<file path="src/rtl/smol_rf_wb_arbiter.sv">
// smol_rf_wb_arbiter: writeback arbiter for the SmolCore 32x32 register file.
// NUM_REQ writeback sources compete for the single RF write port. The arbiter grants
// round-robin with a combinational ready, and it registers one write per cycle toward the RF.
// Writes to x0 are accepted but never assert rf_wEnable.
// Optional feature: define SMOL_RF_WB_BYPASS_EN to add the read-bypass ports. These cover
// the write that is staged on the RF port and that the RF only commits at the next edge.
module smol_rf_wb_arbiter #(
    parameter int unsigned NUM_REQ = 3,
    parameter int unsigned AW      = 5,
    parameter int unsigned DW      = 32,
    parameter int unsigned CNT_W   = 16
) (
    input  logic                  clk,
    input  logic                  rst,
    input  logic                  wb_stall,
    input  logic [NUM_REQ-1:0]    req_valid,
    output logic [NUM_REQ-1:0]    req_ready,
    input  logic [NUM_REQ*AW-1:0] req_addr,
    input  logic [NUM_REQ*DW-1:0] req_data,
    output logic                  rf_wEnable,
    output logic [AW-1:0]         rf_wAddr,
    output logic [DW-1:0]         rf_wData,
`ifdef SMOL_RF_WB_BYPASS_EN
    input  logic [AW-1:0]         byp_rAddr1,
    input  logic [AW-1:0]         byp_rAddr2,
    input  logic [DW-1:0]         rf_rData1,
    input  logic [DW-1:0]         rf_rData2,
    output logic [DW-1:0]         byp_rData1,
    output logic [DW-1:0]         byp_rData2,
`endif
    output logic [CNT_W-1:0]      conflict_cnt
);

    localparam int unsigned PW = (NUM_REQ > 1) ? $clog2(NUM_REQ) : 1;

    logic [PW-1:0] rr_ptr_q;
    logic [PW-1:0] rr_ptr_d;
    logic          gnt_any;
    logic [PW-1:0] gnt_idx;
    logic [AW-1:0] gnt_addr;
    logic [DW-1:0] gnt_data;
    logic          xfer;
    logic          multi_valid;

    // Round-robin search from rr_ptr_q. The loop runs from the farthest offset down, so the
    // nearest valid requester is written last and wins.
    always_comb begin
        int idx;
        gnt_any  = 1'b0;
        gnt_idx  = '0;
        gnt_addr = '0;
        gnt_data = '0;
        idx      = 0;
        for (int k = int'(NUM_REQ) - 1; k >= 0; k--) begin
            idx = int'(rr_ptr_q) + k;
            if (idx >= int'(NUM_REQ)) begin
                idx = idx - int'(NUM_REQ);
            end
            if (req_valid[idx]) begin
                gnt_any  = 1'b1;
                gnt_idx  = PW'(idx);
                gnt_addr = req_addr[idx*AW +: AW];
                gnt_data = req_data[idx*DW +: DW];
            end
        end
    end

    // Ready is a pure grant decode. Stall and reset both suppress it.
    always_comb begin
        xfer      = gnt_any && !wb_stall && !rst;
        req_ready = '0;
        if (xfer) begin
            req_ready[gnt_idx] = 1'b1;
        end
        if (gnt_idx == PW'(NUM_REQ - 1)) begin
            rr_ptr_d = '0;
        end else begin
            rr_ptr_d = gnt_idx + PW'(1);
        end
        // At least two bits are set exactly when clearing the lowest set bit leaves something.
        multi_valid = |(req_valid & (req_valid - NUM_REQ'(1)));
    end

    // Output stage, rotation pointer and saturating conflict counter.
    always_ff @(posedge clk) begin
        if (rst) begin
            rf_wEnable   <= 1'b0;
            rf_wAddr     <= '0;
            rf_wData     <= '0;
            rr_ptr_q     <= '0;
            conflict_cnt <= '0;
        end else begin
            if (xfer) begin
                rf_wEnable <= (gnt_addr != '0);
                rf_wAddr   <= gnt_addr;
                rf_wData   <= gnt_data;
                rr_ptr_q   <= rr_ptr_d;
            end else begin
                rf_wEnable <= 1'b0;
            end
            if (!wb_stall && multi_valid && (conflict_cnt != '1)) begin
                conflict_cnt <= conflict_cnt + CNT_W'(1);
            end
        end
    end

`ifdef SMOL_RF_WB_BYPASS_EN
    // Forward the staged write to readers of the same register. x0 is never forwarded.
    always_comb begin
        byp_rData1 = rf_rData1;
        byp_rData2 = rf_rData2;
        if (rf_wEnable && (rf_wAddr == byp_rAddr1) && (byp_rAddr1 != '0)) begin
            byp_rData1 = rf_wData;
        end
        if (rf_wEnable && (rf_wAddr == byp_rAddr2) && (byp_rAddr2 != '0)) begin
            byp_rData2 = rf_wData;
        end
    end
`endif

endmodule

</file>
<file path="config.mk">
export PLATFORM = sky130hd
export DESIGN_NAME = smol_rf_wb_arbiter
export DESIGN_NICKNAME = d
export VERILOG_FILES = /design/src/rtl/smol_rf_wb_arbiter.sv
export SDC_FILE = /design/constraint.sdc
export NUM_CORES = 1
export LEC_CHECK = 0
export ABC_AREA = 1
export BUFFER_PORTS_ARGS = -buffer_cell sky130_fd_sc_hd__buf_2
export CAP_MARGIN = 20
export CORE_UTILIZATION = 50
export CTS_CLUSTER_SIZE = 25
export DETAILED_ROUTE_END_ITERATION = 6
export GPL_ROUTABILITY_DRIVEN = 0
export PLACE_DENSITY_LB_ADDON = 0.3
export SLEW_MARGIN = 25
export SYNTH_ARGS = -nofsm -noshare
export SYNTH_HDL_FRONTEND = slang
export SYNTH_SLANG_ARGS = --single-unit
</file>
<file path="constraint.sdc">
create_clock -name clk -period 8.06 [get_ports clk]
set_input_delay 0.403 -clock clk [delete_from_list [all_inputs] [get_ports clk]]
set_output_delay 0.403 -clock clk [all_outputs]
set_load 0.01 [all_outputs]
</file>
======== Word-level counts from Yosys, hierarchy flattened ========
Index checks and enable logic that the tools add are counted.
Widths: inputs -> output; s select.
cells by class
  add/sub/neg operators ................... 8
  $mul .................................... 3
  $lt $le $gt $ge ......................... 8
  eq/ne operators ......................... 2
  shift operators ......................... 6
  mux-type cells .......................... 28
  bitwise operators ....................... 2
  reduce and logical (&&, ||, !) cells .... 10
operators with widths
  cell                   number
  $shiftx 96x33->32      3
  $mux 32                6
  $shiftx 15x33->5       3
  $lt 32x4->1 const B    3
  $mul 32x3->32 const B  3
  $add 16x1->16 const B  1
  $ne 16x16->1 const B   1
  $mux 5                 3
  $mux 1                 10
  $mux 2                 4
  $sub 3x2->4 const B    2
  $bmux 1 s2             3
  $ge 3x2->1 const B     2
  $logic_and 1x1->1      5
  $reduce_bool 5->1      1
  $add 2x1->3 const B    1
  $add 2x2->3 const B    1
  $and 3x3->3            1
  $lt 2x3->1 const B     1
  $mux 3                 1
  $reduce_or 3->1        1
  $sub 2x2->3 const B    1
  $sub 3x1->3 const B    1
  $add 2x1->2 const B    1
  7 further kinds        8
word-level totals
  flip-flop bits (word level) ............. 56
  input bits .............................. 117
  output and inout bits ................... 57

======== Logic depth before layout (Yosys ltp) ========
Gate-level depths: netlist (run 1).
  word-level depth ........................ 14
  depth in mapped cells ................... 22

======== Worst setup path after synthesis (run 1) ========
No wires, ideal clock.
  path kind ............................... register -> register
  start ................................... register rr_ptr_q[0]
  end ..................................... register rf_wEnable
  setup time .............................. 0.112 ns
  data arrival time ....................... 2.502 ns
  data required time ...................... 7.948 ns
  path slack .............................. 5.445 ns
  stages on the path, launching flop included .. 21
  path buffers ............................ 3
  path through ............................ dfxtp_1 inv_1 ha_1 buf_2 buf_4 nor2_1 nand2_1 fa_1 nand2_1 nand2_1 clkbuf_1 nand3_1 o21ai_0 nand2_1 nand2_1 nand2_1 nand2_1 nor2_1 nand3_1 nand2_1 nand2_1
on the way
  word-level cells in the longest chain between the ends .. 13
  elaborated cells on any way between the ends .. 37
RTL lines
  item                                                                    line  text
  start, declared                                                         36    logic [PW-1:0] rr_ptr_q;
  start signal, assigned                                                  97    rr_ptr_q <= rr_ptr_d;
  parallel branches: the longest is 13 deep, another holds $mul 32x3->32  -
  end signal, assigned                                                    94    rf_wEnable <= (gnt_addr != '0);
  end, declared                                                           20    output logic rf_wEnable,
Parallel ways; which one is timed is not known. The select of a mux whose other input is x is not followed.
A chain may end at the register's enable or synchronous reset.

======== Final worst setup path (run 1) ========
  start ................................... register rr_ptr_q[0]
  end ..................................... output port req_ready[1]
on the way
  word-level cells in the longest chain between the ends .. 14
  elaborated cells on any way between the ends .. 34
RTL lines
  item                                                                   line    text
  $add 2x2->3                                                            55      idx = int'(rr_ptr_q) + k;
  $sub 3x2->4 / $ge 3x2->1 (equally long branches)                       57, 56
  $mux 32                                                                56      if (idx >= int'(NUM_REQ)) begin
  $bmux 1 s2                                                             59      if (req_valid[idx]) begin
  $mux 1 (implied by the code) (2 in a row)                              59
  $mux 2 (3 in a row)                                                    59
  $lt 2x3->1 (implied by the code) / $ge 2x1->1 (equally long branches)  73      req_ready[gnt_idx] = 1'b1;
  $logic_and 1x1->1 (implied by the code)                                73
  $mux 1 (implied by the code)                                           73
  $demux 1 s2                                                            73
  $mux 3 (*)                                                             72      if (xfer) begin
  end, declared                                                          17      output logic [NUM_REQ-1:0] req_ready,
Mark *: on every way between the ends. The rest lies on a longest branch, timed or not. The select of a mux whose other input is x is not followed.

==> results of run 1 <==
==> cell families after synthesis <==
logic type	count (synthesis)	share of synthesized area
compound gates	325	0.327
simple gates	448	0.321
flops	56	0.195
xor+xnor	2	0.00305
buf+inv	188	0.134
other cells	2	0.00131
fa+ha+maj	8	0.0187
==> layout make-up <==
type                       instances  area (um2)  area share
inverter                         114         429      0.0644
tap                              140         175      0.0263
multi-input combinational        785        3880       0.582
clock buffer                       5         125      0.0188
timing repair buffer             179         911       0.137
sequential                        56        1120       0.168
clock inverter                     3        28.8     0.00432
==> state kept, by name, indices dropped and copies added (netlist names) <==
signal / count
rf_wEnable: 1
rf_wAddr: 5
conflict_cnt: 16
rr_ptr_q: 2
rf_wData: 32
==> report_power, final <==
part	switching, W	internal, W
Combinational	0.000344	0.000180
Clock	0.000126	0.000121
Sequential	0.0000119	0.000298
Total	0.000482	0.000599
==> routing by layer <==
metal | part of all wire | up-vias | wire length (um)
li1 | - | 3690 | -
met5 | 0 | - | 0
met4 | 0.028 | 0 | 550
met3 | 0.11 | 69 | 2260
met1 | 0.41 | 3372 | 8130
met2 | 0.45 | 552 | 8840
==> how the worst min path moves through the flow <==
stage | start | endpoint | slack, ps | depth (start not counted)
floorplan | rr_ptr_q[0]$_SDFFE_PP0P_ | rr_ptr_q[0]$_SDFFE_PP0P_ | 480 | 2
global placement | rf_wData[23]$_SDFFE_PP0P_ | rf_wData[23]$_SDFFE_PP0P_ | 450 | 2
detailed placement | rf_wData[30]$_SDFFE_PP0P_ | rf_wData[30]$_SDFFE_PP0P_ | 450 | 2
CTS | rf_wData[30]$_SDFFE_PP0P_ | rf_wData[30]$_SDFFE_PP0P_ | 470 | 2
global route | rf_wData[17]$_SDFFE_PP0P_ | rf_wData[17]$_SDFFE_PP0P_ | 480 | 2
finish | rf_wData[6]$_SDFFE_PP0P_ | rf_wData[6]$_SDFFE_PP0P_ | 460 | 2
==> cells in the final DEF, fill, tap and decap left out, types with 2 or more instances in the layout <==
| cell | Yosys | routed |
|---|---|---|
| dfxtp_1 | 56 | 56 |
| conb_1 | 2 | 2 |
| inv_1 | 106 | 105 |
| ha_1 | 7 | 4 |
| nor2_1 | 65 | 65 |
| ha_2 | 0 | 3 |
| nand2_2 | 1 | 2 |
| o21ai_0 | 81 | 81 |
| buf_2 | 23 | 173 |
| clkbuf_16 | 0 | 5 |
| o211ai_1 | 3 | 3 |
| nor2_4 | 3 | 3 |
| nand2_1 | 296 | 294 |
| nand4_1 | 7 | 7 |
| inv_6 | 0 | 2 |
| a21oi_1 | 138 | 138 |
| o21ai_1 | 10 | 10 |
| inv_2 | 8 | 8 |
| buf_4 | 8 | 6 |
| nor4_1 | 2 | 2 |
| o22ai_1 | 14 | 14 |
| o31ai_1 | 2 | 2 |
| a31oi_1 | 3 | 3 |
| a22oi_1 | 43 | 43 |
| nor2_2 | 2 | 2 |
| nor3_1 | 6 | 6 |
| nand3_1 | 62 | 62 |
| o221ai_1 | 28 | 28 |
==> stage by stage <==
step / area [um2] / hold slack [ps]
after floorplan: 5750 / 477
after global placement: 6500 / 451
after global routing: 6670 / 482
after CTS: 6670 / 465
final: 6670 / 464
after detailed placement: 6510 / 453
==> worst max-delay path, cell delays in order, from the launching register on <==
cell and delay, ps:
dfxtp_1 350, inv_1 100, ha_2 170, buf_4 460
inv_2 270, nor2_4 850, inv_2 90, nor2_2 170
nor2_4 90, clkinv_2 660, nor2_1 80, nand2_1 80
o21ai_0 150, nor2_1 200, buf_2 190
==> results.cfg, run 1 <==
[run_status]
status = complete, no violations

[floorplan]
initial_core_util = 0.522
dieHeight_um = 109
core-area_mm2 = 0.0110
row_count = 38
die_area_mm2 = 0.0119
num_io_pins = 174
die_x_um = 109

[clocking]
path_clk_slew_ps = 80
htree_levels = 2
cts_hold_buf = 0
cts_setup_buffers = 0
cts_tree = built
cts_inserted_buffers = 5
cts-resized-gates = 0
clkSinkCount = 56
cts_max_path_buffers = 2
clk_latency_ps = 310
cts-root-buf = clkbuf_16

[final_layout]
drive_gt1_frac = 0.182
final_util = 0.604
fin_nets = 1266
area_delta_synth_final_pct = 15.9
antenna_cells = 0
fill_cells = 1123
stdcell_count = 1282

[place]
placedCellCount = 1274
post-place-ws_ps = 3740
port-buffer-count = 173
place_hpwl_mm = 13.1

[timing]
slew_viol_final = 0
clock_skew_ps = 4.74
setup_viol = 0
finalCriticalPeriod_ps = 4660
max_freq_ghz = 0.214
fin_ws_ps = 3400
hold_viol = 0
rsz0062_at_grt = no
worst_slew_pin_slew_ps = 1040
period_share = 0.579
fin_setup_tns_ps = 0
timing.slew.headroom = 0.307

[setup_path]
worst-path-max-fanout = 69
startpoint_type = flip-flop
cp-end-kind = output port
r2r_setup_slack_ps = 3770
crit_start = rr_ptr_q[0]$_SDFFE_PP0P_
reg2reg_to = rf_wData[0]$_SDFFE_PP0P_
worst_r2r_path_depth = 13
crit_end = req_ready[1]
cp.arrival_ps = 4260
r2r_start = rr_ptr_q[1]$_SDFFE_PP0P_
critPathRequiredTime_ps = 7660
critPathKind = flip-flop to output port

[job]
drv_cap = 0

[detailed_routing]
drc = 0
drt-initial-drc-count = 1024
ant_nets = 0
drt_pass1_iterations = 6
routed_via_density = 5.99
routedWlPerCell_um = 15.4
routed_wl_mm = 19.8
vias = 7683

[logic_synthesis]
synthTopCellsByArea = dfxtp_1 19%, nand2_1 19%, a21oi_1 12%
syn_nets = 1154
syn_avg_cell_area_um2 = 5.59
ys_ff_latch = 56
yosysTopAreaCell = dfxtp_1
netlist.area_leader.share = 0.195
yosysMostFrequentCell = nand2_1
syn_inst = 1029
ys.flop_type = dfxtp_1
ys_types = 38
ys_async_sr_fraction = 0
ys_warn_count = 0
synth_edf_count = 0
yosysSeqAreaShare = 0.195
synth_area_mm2 = 0.00575
netlist_top_cells_count = 296 x nand2_1, 138 x a21oi_1, 106 x inv_1

[grt]
met2_usage = 0.527
antenna_found_initial = 0
met3_usage = 0.0580
grt_start_max_net_pins = 70
grt_use_met1 = 0.441
grt_overflow = 0
grt_pass1_vias = 6689
track_usage = 0.333
grt_pass1_wl_mm = 31.7
busiest_layer = met2

[power_and_ir_drop]
p_per_area_mw_per_mm2 = 162
power_w = 0.00108
leakagePower_nw = 3.33
ir_worst_vdd_mv = 0.0907

[min_path]
hold_path_class = flip-flop to flip-flop
Power figures use the tool's default switching activity.
==> run 2: changes to the inputs <==
Settings changed: CORE_UTILIZATION 50 to 48.
Clock period 8.06 ns to 4 ns, I/O delays scaled along.
==> results.cfg, run 2 (synthesis gave the netlist of run 1 again) <==
[clocking]
cts_max_path_buffers = 2
cts-resized-gates = 0
clk_latency_ps = 310
cts-root-buf = clkbuf_16
clkSinkCount = 56
htree_levels = 2
cts_hold_buf = 0
cts_tree = built
cts_setup_buffers = 0
cts_inserted_buffers = 5
path_clk_slew_ps = 70

[final_layout]
top_register = rf_wData
antenna_cells = 0
fin_nets = 1277
reg_top3 = rf_wData: 32 flops, conflict_cnt: 16 flops, rf_wAddr: 5 flops
layout_commonest_cell = nand2_1
final_util = 0.583
mostFrequentLayoutCells = 295 x nand2_1, 173 x buf_2, 138 x a21oi_1
largest_reg_flops = 32
area_delta_synth_final_pct = 17.1
drive_gt1_frac = 0.189

[floorplan]
row_count = 39
num_io_pins = 174
die_area_mm2 = 0.0124
dieHeight_um = 111
core-area_mm2 = 0.0116
initial_core_util = 0.497
die_x_um = 111

[power_and_ir_drop]
ir_worst_vdd_mv = 0.170
p_per_area_mw_per_mm2 = 321
leakagePower_nw = 3.38

[job]
drv_cap = 0

[run_status]
violations = DRC
status = finished with violations

[setup_path]
reg2reg_to = rf_wData[1]$_SDFFE_PP0P_
crit_slowest_cell = nor2_4
path_depth = 12
slowest_delay_ps = 750
crit_chain = inv_1, ha_2, nor2_4, inv_2, nor2_2, nor2_4, inv_2, nor2_1, nand2_1, o21ai_0, nor2_1, buf_2
crit_start = rr_ptr_q[1]$_SDFFE_PP0P_
startpoint_type = flip-flop
crit_end = req_ready[1]
worst-path-max-fanout = 36
critPathBufInv = 4
worst_r2r_path_depth = 14
critPathRequiredTime_ps = 3800
critPathKind = flip-flop to output port
cp-end-kind = output port
cp.arrival_ps = 3190
r2r_start = rr_ptr_q[1]$_SDFFE_PP0P_
r2r_setup_slack_ps = 700
path_delay_family = simple AND/OR/NAND/NOR gates

[place]
place_hpwl_mm = 13.5
port-buffer-count = 173

[timing]
slew_viol_final = 0
worst_slew_pin_slew_ps = 957
setup_viol = 0
rsz0062_at_grt = no
period_share = 0.848
timing.slew.headroom = 0.361
clock_skew_ps = 11.8
finalCriticalPeriod_ps = 3390
max_freq_ghz = 0.295
fin_setup_tns_ps = 0
hold_viol = 0

[grt]
grt_overflow = 0
grt_start_max_net_pins = 76
grt_pass1_vias = 6826
track_usage = 0.314
antenna_found_initial = 1
grt_pass1_wl_mm = 32.3

[detailed_routing]
routed_via_density = 5.74
drt_pass1_iterations = 7
drt-initial-drc-count = 851
drc = 11
routedWlPerCell_um = 15.2
vias = 7438
ant_nets = 0
routed_wl_mm = 19.7

[min_path]
hold_path_class = primary input to flip-flop
## run 2: cell count changes in the layout (fill, tap and decap cells not counted), sizes merged
cell and change:
inv -1, buf +11, clkinvlp +1
## run 2: area by class of cell
type,count,area [um2]
clock buffers,5,125
clock inverters,3,21.3
fillers,1203,4830
inverters,114,428
multi-input cells,785,3870
flip-flops and latches,56,1120
well taps,143,179
repair buffers,190,993
## run 2: how the worst min path moves through the flow
stage | to | slack, ps | startpoint | cells past startpoint
after global routing | conflict_cnt[12]$_SDFFE_PP0P_ | 250 | wb_stall | 4
final | conflict_cnt[12]$_SDFFE_PP0P_ | 250 | wb_stall | 4
after global placement | rf_wData[3]$_SDFFE_PP0P_ | 450 | rf_wData[3]$_SDFFE_PP0P_ | 2
after CTS | conflict_cnt[12]$_SDFFE_PP0P_ | 240 | wb_stall | 4
after floorplan | rf_wAddr[1]$_SDFFE_PP0P_ | 420 | rst | 3
after detailed placement | rf_wData[3]$_SDFFE_PP0P_ | 450 | rf_wData[3]$_SDFFE_PP0P_ | 2
## run 2: worst register-to-register path: stages, from the launching register on
cell and delay (ps):
dfxtp_1 400, inv_1 90, ha_2 220, buf_4 240, inv_2 100, buf_4 580
nand3_1 270, nand2_2 170, nand2_1 330, inv_1 140, buf_4 280, a21oi_1 110
nand2_1 90, nand3_1 70, a21oi_1 150
## run 2: where the power goes
group          internal (W)  switching [W]
clock              0.000234       0.000229
combinational      0.000378       0.000696
sequential         0.000601      0.0000262
total               0.00121       0.000951
## run 2: stage by stage
stage,setup slack (ps),area [um2],std cells,total power (W),hold slack (ps)
after global placement,876,6590,1288,0.00168,452
final,609,6740,1296,0.00216,251
after CTS,675,6740,1296,0.00214,243
after detailed placement,799,6590,1288,0.00168,453
after floorplan,1390,5750,1029,0.00139,420
after global routing,296,6740,1296,0.00232,247
## run 2: layer usage
| layer | up-vias | routed length (um) | GRT usage |
|---|---|---|---|
| li1 | 3708 | - | - |
| met1 | 3243 | 8470 | 0.417 |
| met2 | 447 | 8940 | 0.516 |
| met3 | 38 | 1950 | 0.0457 |
| met4 | 2 | 374 | 0.115 |
| met5 | - | 13 | 0 |
